==> config.mk <==
export PLATFORM = sky130hd
export DESIGN_NAME = snoop_responder
export DESIGN_NICKNAME = d
export VERILOG_FILES = /design/src/rtl/cache_pkg.sv /design/src/rtl/address_parse.sv /design/src/rtl/snoop_responder.sv
export SDC_FILE = /design/constraint.sdc
export NUM_CORES = 1
export LEC_CHECK = 0
export ABC_CLOCK_PERIOD_IN_PS = 3800
export CAP_MARGIN = 15
export CORE_ASPECT_RATIO = 2
export CORE_MARGIN = 2
export CORE_UTILIZATION = 41
export CTS_BUF_LIST = sky130_fd_sc_hd__clkbuf_4 sky130_fd_sc_hd__clkbuf_8
export CTS_CLUSTER_DIAMETER = 100
export DETAILED_ROUTE_END_ITERATION = 6
export PLACE_DENSITY = 0.91
export RECOVER_POWER = 50
export SLEW_MARGIN = 10
export SYNTH_ARGS = -nofsm -noshare
export SYNTH_HDL_FRONTEND = slang
export SYNTH_SLANG_ARGS = --single-unit
==> constraint.sdc <==
create_clock -name clk -period 3.8 [get_ports clk]
set_clock_uncertainty 0.2 [all_clocks]
set_input_delay 0.57 -clock clk [delete_from_list [all_inputs] [get_ports clk]]
set_output_delay 0.57 -clock clk [all_outputs]
set_load 0.1 [all_outputs]
==> src/rtl/cache_pkg.sv <==
`default_nettype none
// ============================================================================
// Module      : cache_pkg
// Description : Shared types and default geometry for the L2 snoop responder:
//               bus operations, snoop results, L2->L1 messages, MESI states and
//               the op/state decision function used by the responder FSM.
// Revision    : 1.0 - initial release
// ============================================================================
package cache_pkg;

  // Default cache geometry (32-bit address, 16 MiB, 64 B lines, 8 ways)
  localparam int DEF_I_SIZE = 32;
  localparam int DEF_C_SIZE = 24;
  localparam int DEF_D_SIZE = 6;
  localparam int DEF_A_SIZE = 8;

  typedef enum logic [2:0] {
    OP_NONE       = 3'd0,
    OP_READ       = 3'd1,
    OP_WRITE      = 3'd2,
    OP_INVALIDATE = 3'd3,
    OP_RWIM       = 3'd4
  } bus_op_t;

  typedef enum logic [1:0] {
    RES_NOHIT = 2'd0,
    RES_HIT   = 2'd1,
    RES_HITM  = 2'd2
  } snoop_result_t;

  typedef enum logic [2:0] {
    MSG_NONE           = 3'd0,
    MSG_GETLINE        = 3'd1,
    MSG_SENDLINE       = 3'd2,
    MSG_INVALIDATELINE = 3'd3,
    MSG_EVICTLINE      = 3'd4
  } l2_l1_msg_t;

  typedef enum logic [1:0] {
    MESI_I = 2'd0,
    MESI_S = 2'd1,
    MESI_E = 2'd2,
    MESI_M = 2'd3
  } mesi_t;

  // Everything the responder must do for one snoop, decided once after lookup
  typedef struct packed {
    logic [1:0] result;
    logic       get_line;
    logic       write_back;
    logic       inv_line;
    logic       update;
    logic [1:0] next_mesi;
  } snoop_action_t;

  // Map (bus op, effective line state) to the response and follow-up actions.
  // A miss must already have been folded into MESI_I by the caller.
  function automatic snoop_action_t snoop_action(input logic [2:0] op,
                                                 input logic [1:0] st);
    snoop_action_t a;
    a           = '0;
    a.result    = RES_NOHIT;
    a.next_mesi = st;
    case (op)
      OP_READ: begin
        case (st)
          MESI_M: begin
            a.result     = RES_HITM;
            a.get_line   = 1'b1;
            a.write_back = 1'b1;
            a.next_mesi  = MESI_S;
          end
          MESI_E: begin
            a.result    = RES_HIT;
            a.next_mesi = MESI_S;
          end
          MESI_S:  a.result = RES_HIT;
          default: ;
        endcase
      end
      OP_RWIM: begin
        case (st)
          MESI_M: begin
            a.result     = RES_HITM;
            a.get_line   = 1'b1;
            a.write_back = 1'b1;
            a.inv_line   = 1'b1;
            a.next_mesi  = MESI_I;
          end
          MESI_E, MESI_S: begin
            a.result    = RES_HIT;
            a.inv_line  = 1'b1;
            a.next_mesi = MESI_I;
          end
          default: ;
        endcase
      end
      OP_INVALIDATE: begin
        // Invalidate of an E/M line cannot happen in a legal protocol; ignore it
        if (st == MESI_S) begin
          a.inv_line  = 1'b1;
          a.next_mesi = MESI_I;
        end
      end
      default: ;
    endcase
    a.update = (a.next_mesi != st);
    return a;
  endfunction

endpackage : cache_pkg
`default_nettype wire

==> src/rtl/address_parse.sv <==
`default_nettype none
// ============================================================================
// Module      : address_parse
// Description : Splits a byte address into set index and tag, and produces
//               the line-aligned address (offset bits cleared).
// Revision    : 1.0 - initial release
// ============================================================================
module address_parse #(
  parameter int I_SIZE = 32,
  parameter int C_SIZE = 24,
  parameter int D_SIZE = 6,
  parameter int A_SIZE = 8
) (
  input  logic [I_SIZE-1:0]                        addr_i,
  output logic [C_SIZE-$clog2(A_SIZE)-D_SIZE-1:0]  index_o,
  output logic [I_SIZE-C_SIZE+$clog2(A_SIZE)-1:0]  tag_o,
  output logic [I_SIZE-1:0]                        line_addr_o
);

  localparam int IDX_W = C_SIZE - $clog2(A_SIZE) - D_SIZE;
  localparam int TAG_W = I_SIZE - IDX_W - D_SIZE;
  localparam logic [I_SIZE-1:0] OFFS_MASK = I_SIZE'((64'd1 << D_SIZE) - 64'd1);

  assign index_o     = addr_i[D_SIZE +: IDX_W];
  assign tag_o       = addr_i[D_SIZE+IDX_W +: TAG_W];
  assign line_addr_o = addr_i & ~OFFS_MASK;

endmodule : address_parse
`default_nettype wire

==> src/rtl/snoop_responder.sv <==
`default_nettype none
// ============================================================================
// Module      : snoop_responder
// Description : L2 snoop responder. Accepts one snooped bus operation at a
//               time, looks the line up in the tag array, reports
//               NOHIT/HIT/HITM, pulls dirty data out of L1, writes it back,
//               invalidates L1 and finally updates the MESI state.
//               Optional build macro SNOOP_STATS_EN adds snoop_cnt/hitm_cnt.
// Revision    : 1.0 - initial release
// ============================================================================
module snoop_responder
  import cache_pkg::*;
#(
  parameter int I_SIZE = DEF_I_SIZE,
  parameter int C_SIZE = DEF_C_SIZE,
  parameter int D_SIZE = DEF_D_SIZE,
  parameter int A_SIZE = DEF_A_SIZE
) (
  input  logic                                      clk,
  input  logic                                      rst,
  input  logic                                      snoop_valid,
  input  logic [2:0]                                snoop_op,
  input  logic [I_SIZE-1:0]                         snoop_addr,
  output logic                                      snoop_ready,
  output logic                                      lookup_req,
  output logic [C_SIZE-$clog2(A_SIZE)-D_SIZE-1:0]   lookup_index,
  output logic [I_SIZE-C_SIZE+$clog2(A_SIZE)-1:0]   lookup_tag,
  input  logic                                      lookup_ack,
  input  logic                                      lookup_hit,
  input  logic [$clog2(A_SIZE)-1:0]                 lookup_way,
  input  logic [1:0]                                lookup_mesi,
  output logic [1:0]                                snoop_result,
  output logic                                      snoop_result_valid,
  output logic [2:0]                                l2_l1_msg,
  output logic                                      l2_l1_valid,
  input  logic                                      l2_l1_ack,
  output logic                                      wb_valid,
  output logic [I_SIZE-1:0]                         wb_addr,
  input  logic                                      wb_ack,
  output logic                                      upd_valid,
  output logic [C_SIZE-$clog2(A_SIZE)-D_SIZE-1:0]   upd_index,
  output logic [$clog2(A_SIZE)-1:0]                 upd_way,
`ifdef SNOOP_STATS_EN
  output logic [31:0]                               snoop_cnt,
  output logic [31:0]                               hitm_cnt,
`endif
  output logic [1:0]                                upd_mesi
);

  localparam int IDX_W = C_SIZE - $clog2(A_SIZE) - D_SIZE;
  localparam int TAG_W = I_SIZE - IDX_W - D_SIZE;
  localparam int WAY_W = $clog2(A_SIZE);

  localparam logic [2:0] S_IDLE      = 3'd0;
  localparam logic [2:0] S_LOOKUP    = 3'd1;
  localparam logic [2:0] S_RESULT    = 3'd2;
  localparam logic [2:0] S_GET_L1    = 3'd3;
  localparam logic [2:0] S_WRITEBACK = 3'd4;
  localparam logic [2:0] S_INV_L1    = 3'd5;
  localparam logic [2:0] S_UPDATE    = 3'd6;

  logic [2:0]        state_q, state_d;
  logic [2:0]        op_q;
  logic [IDX_W-1:0]  idx_q;
  logic [TAG_W-1:0]  tag_q;
  logic [I_SIZE-1:0] line_q;
  logic [WAY_W-1:0]  way_q;
  logic [1:0]        mesi_q;

  logic [IDX_W-1:0]  idx_w;
  logic [TAG_W-1:0]  tag_w;
  logic [I_SIZE-1:0] line_w;
  logic              accept_w;
  snoop_action_t     act_w;
  logic [2:0]        after_wb_w;
  logic [2:0]        after_get_w;

  address_parse #(
    .I_SIZE (I_SIZE),
    .C_SIZE (C_SIZE),
    .D_SIZE (D_SIZE),
    .A_SIZE (A_SIZE)
  ) u_address_parse (
    .addr_i      (snoop_addr),
    .index_o     (idx_w),
    .tag_o       (tag_w),
    .line_addr_o (line_w)
  );

  assign accept_w = snoop_valid && (state_q == S_IDLE);
  assign act_w    = snoop_action(op_q, mesi_q);

  // Successor chain of the optional phases: each phase hands off to the next
  // required one, and UPDATE is visited only when the line state changes.
  assign after_wb_w  = act_w.inv_line   ? S_INV_L1    :
                       act_w.update     ? S_UPDATE    : S_IDLE;
  assign after_get_w = act_w.write_back ? S_WRITEBACK : after_wb_w;

  // Next-state selection; handshake phases advance only on valid && ack
  always_comb begin
    state_d = state_q;
    case (state_q)
      S_IDLE:      if (snoop_valid) state_d = S_LOOKUP;
      S_LOOKUP:    if (lookup_ack)  state_d = S_RESULT;
      S_RESULT:    state_d = act_w.get_line ? S_GET_L1 : after_get_w;
      S_GET_L1:    if (l2_l1_ack)   state_d = after_get_w;
      S_WRITEBACK: if (wb_ack)      state_d = after_wb_w;
      S_INV_L1:    if (l2_l1_ack)   state_d = act_w.update ? S_UPDATE : S_IDLE;
      S_UPDATE:    state_d = S_IDLE;
      default:     state_d = S_IDLE;
    endcase
  end

  // State register; reset aborts any in-flight snoop
  always_ff @(posedge clk or posedge rst) begin
    if (rst) state_q <= S_IDLE;
    else     state_q <= state_d;
  end

  // Capture the snooped request on accept and the tag result on lookup ack
  always_ff @(posedge clk or posedge rst) begin
    if (rst) begin
      op_q   <= '0;
      idx_q  <= '0;
      tag_q  <= '0;
      line_q <= '0;
      way_q  <= '0;
      mesi_q <= '0;
    end else begin
      if (accept_w) begin
        op_q   <= snoop_op;
        idx_q  <= idx_w;
        tag_q  <= tag_w;
        line_q <= line_w;
      end
      if ((state_q == S_LOOKUP) && lookup_ack) begin
        way_q  <= lookup_way;
        mesi_q <= lookup_hit ? lookup_mesi : MESI_I;
      end
    end
  end

  assign snoop_ready        = (state_q == S_IDLE);
  assign lookup_req         = (state_q == S_LOOKUP);
  assign lookup_index       = idx_q;
  assign lookup_tag         = tag_q;
  assign snoop_result_valid = (state_q == S_RESULT);
  assign snoop_result       = (state_q == S_RESULT) ? act_w.result : RES_NOHIT;
  assign l2_l1_valid        = (state_q == S_GET_L1) || (state_q == S_INV_L1);
  assign l2_l1_msg          = (state_q == S_GET_L1) ? MSG_GETLINE :
                              (state_q == S_INV_L1) ? MSG_INVALIDATELINE : MSG_NONE;
  assign wb_valid           = (state_q == S_WRITEBACK);
  assign wb_addr            = line_q;
  assign upd_valid          = (state_q == S_UPDATE);
  assign upd_index          = idx_q;
  assign upd_way            = way_q;
  assign upd_mesi           = act_w.next_mesi;

`ifdef SNOOP_STATS_EN
  logic [31:0] snoop_cnt_q;
  logic [31:0] hitm_cnt_q;

  // Free-running wrap-around counters of accepted snoops and HITM responses
  always_ff @(posedge clk or posedge rst) begin
    if (rst) begin
      snoop_cnt_q <= '0;
      hitm_cnt_q  <= '0;
    end else begin
      if (accept_w) snoop_cnt_q <= snoop_cnt_q + 32'd1;
      if ((state_q == S_RESULT) && (act_w.result == RES_HITM))
        hitm_cnt_q <= hitm_cnt_q + 32'd1;
    end
  end

  assign snoop_cnt = snoop_cnt_q;
  assign hitm_cnt  = hitm_cnt_q;
`endif

endmodule : snoop_responder
`default_nettype wire

==> results.ini <==
[run_status]
status = complete, but fails checks
violations = capacitance limit, slew limit

[floorplanning]
core-area_um2 = 5139
ios = 136
start_util_pct = 42.73
die_w_um = 55.75
die-area_um2 = 5993
fp.dieH_um = 107.5
rows = 37

[logic_synthesis]
synth_edf_count = 0
synth_ff_type = dfrtp_1
syn_area_um2 = 2196
synth.distinct_cells = 38
synth-seq-cells = 37
synth_seq_area_share_pct = 42.17
async_flop_share_pct = 100.0
synth.avg_cell_area_um2 = 10.82
yosys_warnings = 0
syn_inst = 203

[final_layout]
diodes = 0
drive_gt1_share_pct = 16.55
area_growth_syn_to_layout_pct = 42.74
nets = 337
final_area_um2 = 3134

[clocking]
hold_buffers = 0
cts_tree = yes
cts.clk_slew.worst_paths_ps = 70
clock_path_buffers = 2
htree_num_levels = 2
clock_latency_ps = 280
cts_resized = 0
numCtsBuffers = 5
clock-sinks = 37
cts_root_buffer = clkbuf_8
postCtsSetupBuffers = 0

[global_route]
track_usage_pct = 16.99
grt_max_degree = 30
grt_pass1_wl_mm = 8.059
first_global_vias = 1578
grt_overflow_total = 0
antenna_found_initial = 0

[detailed_routing]
antenna_left = 0
dr.pass1.iters = 4
drt-initial-drc-count = 24
drt_wl_total_mm = 5.085
wl_per_cell_um = 14.87
drc = 0
viasPerCell = 4.939
vias = 1689

[worst_setup_path]
worstPathArrival_ps = 2210
endpoint_kind = output pin
r2r_slack_ps = 970
startpoint_type = register
r2r-start = state_q[0]$_DFFE_PP0P_
criticalPathCategory = register to output pin
rr_worst_depth = 4
timing.rr.end = lookup_index[2]$_DFFE_PP0P_
cp.required_ps = 3030
cp_max_fo = 7

[min_path]
hold_end = upd_way[2]$_DFFE_PP0P_
hold_depth = 1
holdCritStartpoint = upd_way[2]$_DFFE_PP0P_
min_path_type = register to register

[placement]
place.port_buffers = 122
place_area_um2 = 3088
gp_congestion = 0.7796
dp_hpwl_mm = 4.024

[timing]
setup_viol = 0
tns_ps = 0
min_period_ps = 2981
final_hold_viol_count = 0
relSlewSlack_pct = -1.118
rsz0062_at_grt = false
fin_crit_sh_pct = 78.44
tightest_slew_ps = 1517
max_freq_ghz = 0.3355
slew_viol_final = 30

[flow_run]
drv_cap = 1

==> critical path: stages (launching register included) <==
cell and delay [ps]:
dfrtp_1 460, inv_1 130, ha_1 210, nor4b_1 560, a21oi_1 130, and2_1 200, buf_4 230
==> synth_stat cells (2+ instances only) <==
cell | count | area [µm²]
a21boi_0 | 2 | 15.01
a21oi_1 | 7 | 35.03
and2_1 | 4 | 25.02
buf_2 | 3 | 15.01
buf_4 | 50 | 375.4
clkbuf_1 | 2 | 7.510
dfrtp_1 | 37 | 925.9
ha_1 | 6 | 75.07
inv_1 | 5 | 18.77
mux2_2 | 32 | 360.4
nand2_1 | 8 | 30.03
nand2b_1 | 6 | 37.54
nand3_1 | 2 | 10.01
nor2_1 | 6 | 22.52
nor3_1 | 2 | 10.01
o21a_1 | 2 | 15.01
o21ai_0 | 7 | 35.03
o22ai_1 | 2 | 12.51
==> how the worst max path moves through the flow <==
stage | from | endpoint | slack, ps | cells past startpoint
2_1_floorplan | mesi_q[0]$_DFFE_PP0P_ | upd_mesi[0] | 20 | 4
3_3_place_gp | mesi_q[0]$_DFFE_PP0P_ | upd_mesi[1] | 1370 | 6
3_5_place_dp | mesi_q[0]$_DFFE_PP0P_ | upd_mesi[1] | 1310 | 6
4_1_cts | mesi_q[0]$_DFFE_PP0P_ | upd_mesi[1] | 980 | 6
5_1_grt | mesi_q[0]$_DFFE_PP0P_ | upd_mesi[1] | 670 | 6
6_report | mesi_q[0]$_DFFE_PP0P_ | upd_mesi[1] | 820 | 6
==> registers in the layout (all words and copies together) (netlist names) <==
register	count
lookup_index	14
mesi_q	2
lookup_tag	11
op_q	3
state_q	3
wb_addr	1
upd_way	3
==> logic make-up (layout without fill, tap and decap cells) <==
family / count (synthesis) / count (layout) / share of synthesized area (%)
compound gates: 30 / 30 / 9.174
mux: 32 / 32 / 16.41
buf+inv: 61 / 136 / 19.49
fa+ha+maj: 6 / 6 / 3.419
other cells: 1 / 7 / 0.1708
xor+xnor: 1 / 1 / 0.3989
simple gates: 35 / 35 / 8.776
flops: 37 / 37 / 42.17
==> cells in the final DEF (no fill, tap or decap), types with 2 or more instances in the layout <==
| cell | Yosys | layout |
|---|---|---|
| clkdlybuf4s50_1 | 0 | 109 |
| dfrtp_1 | 37 | 37 |
| mux2_2 | 32 | 32 |
| nand2_1 | 8 | 8 |
| o21ai_0 | 7 | 7 |
| a21oi_1 | 7 | 7 |
| conb_1 | 1 | 7 |
| buf_4 | 50 | 7 |
| clkbuf_1 | 2 | 7 |
| nand2b_1 | 6 | 6 |
| nor2_1 | 6 | 6 |
| ha_1 | 6 | 6 |
| clkbuf_8 | 0 | 6 |
| inv_1 | 5 | 5 |
| nor3_1 | 2 | 3 |
| and2_1 | 4 | 3 |
| nand3_1 | 2 | 2 |
| a21boi_0 | 2 | 2 |
| a31oi_1 | 1 | 2 |
| o22ai_1 | 2 | 2 |
| o21a_1 | 2 | 2 |
==> routing by layer <==
| metal | GRT usage, % | routed length [µm] |
|---|---|---|
| met3 | 2.284 | 230 |
| met1 | 18.73 | 1755 |
| met4 | 6.794 | 87 |
| met5 | 0 | 0 |
| met2 | 31.97 | 3012 |
==> metrics by stage <==
step	hold WS [ps]	worst slack, ps	utilization (%)	std cells
3_5_place_dp	291.5	1314	60.09	335
3_3_place_gp	295.8	1368	60.09	335
4_1_cts	316.3	978.8	61.85	342
5_1_grt	330.4	668.4	60.99	342
6_report	317.2	819.2	60.99	342
2_1_floorplan	333.8	19.37	-	209
==> cell type report <==
cell class	count	area, µm²
repair buffers	124	1180
clock buffers	6	82.58
inverters	5	18.77
flip-flops and latches	37	925.9
multi-input cells	111	847.1
fillers	431	2004
clock inverters	1	7.507
well taps	58	72.57
Power is left out: the tool's default activity adds up to more than one toggle a clock period on the data nets, which glitch-free logic cannot reach.
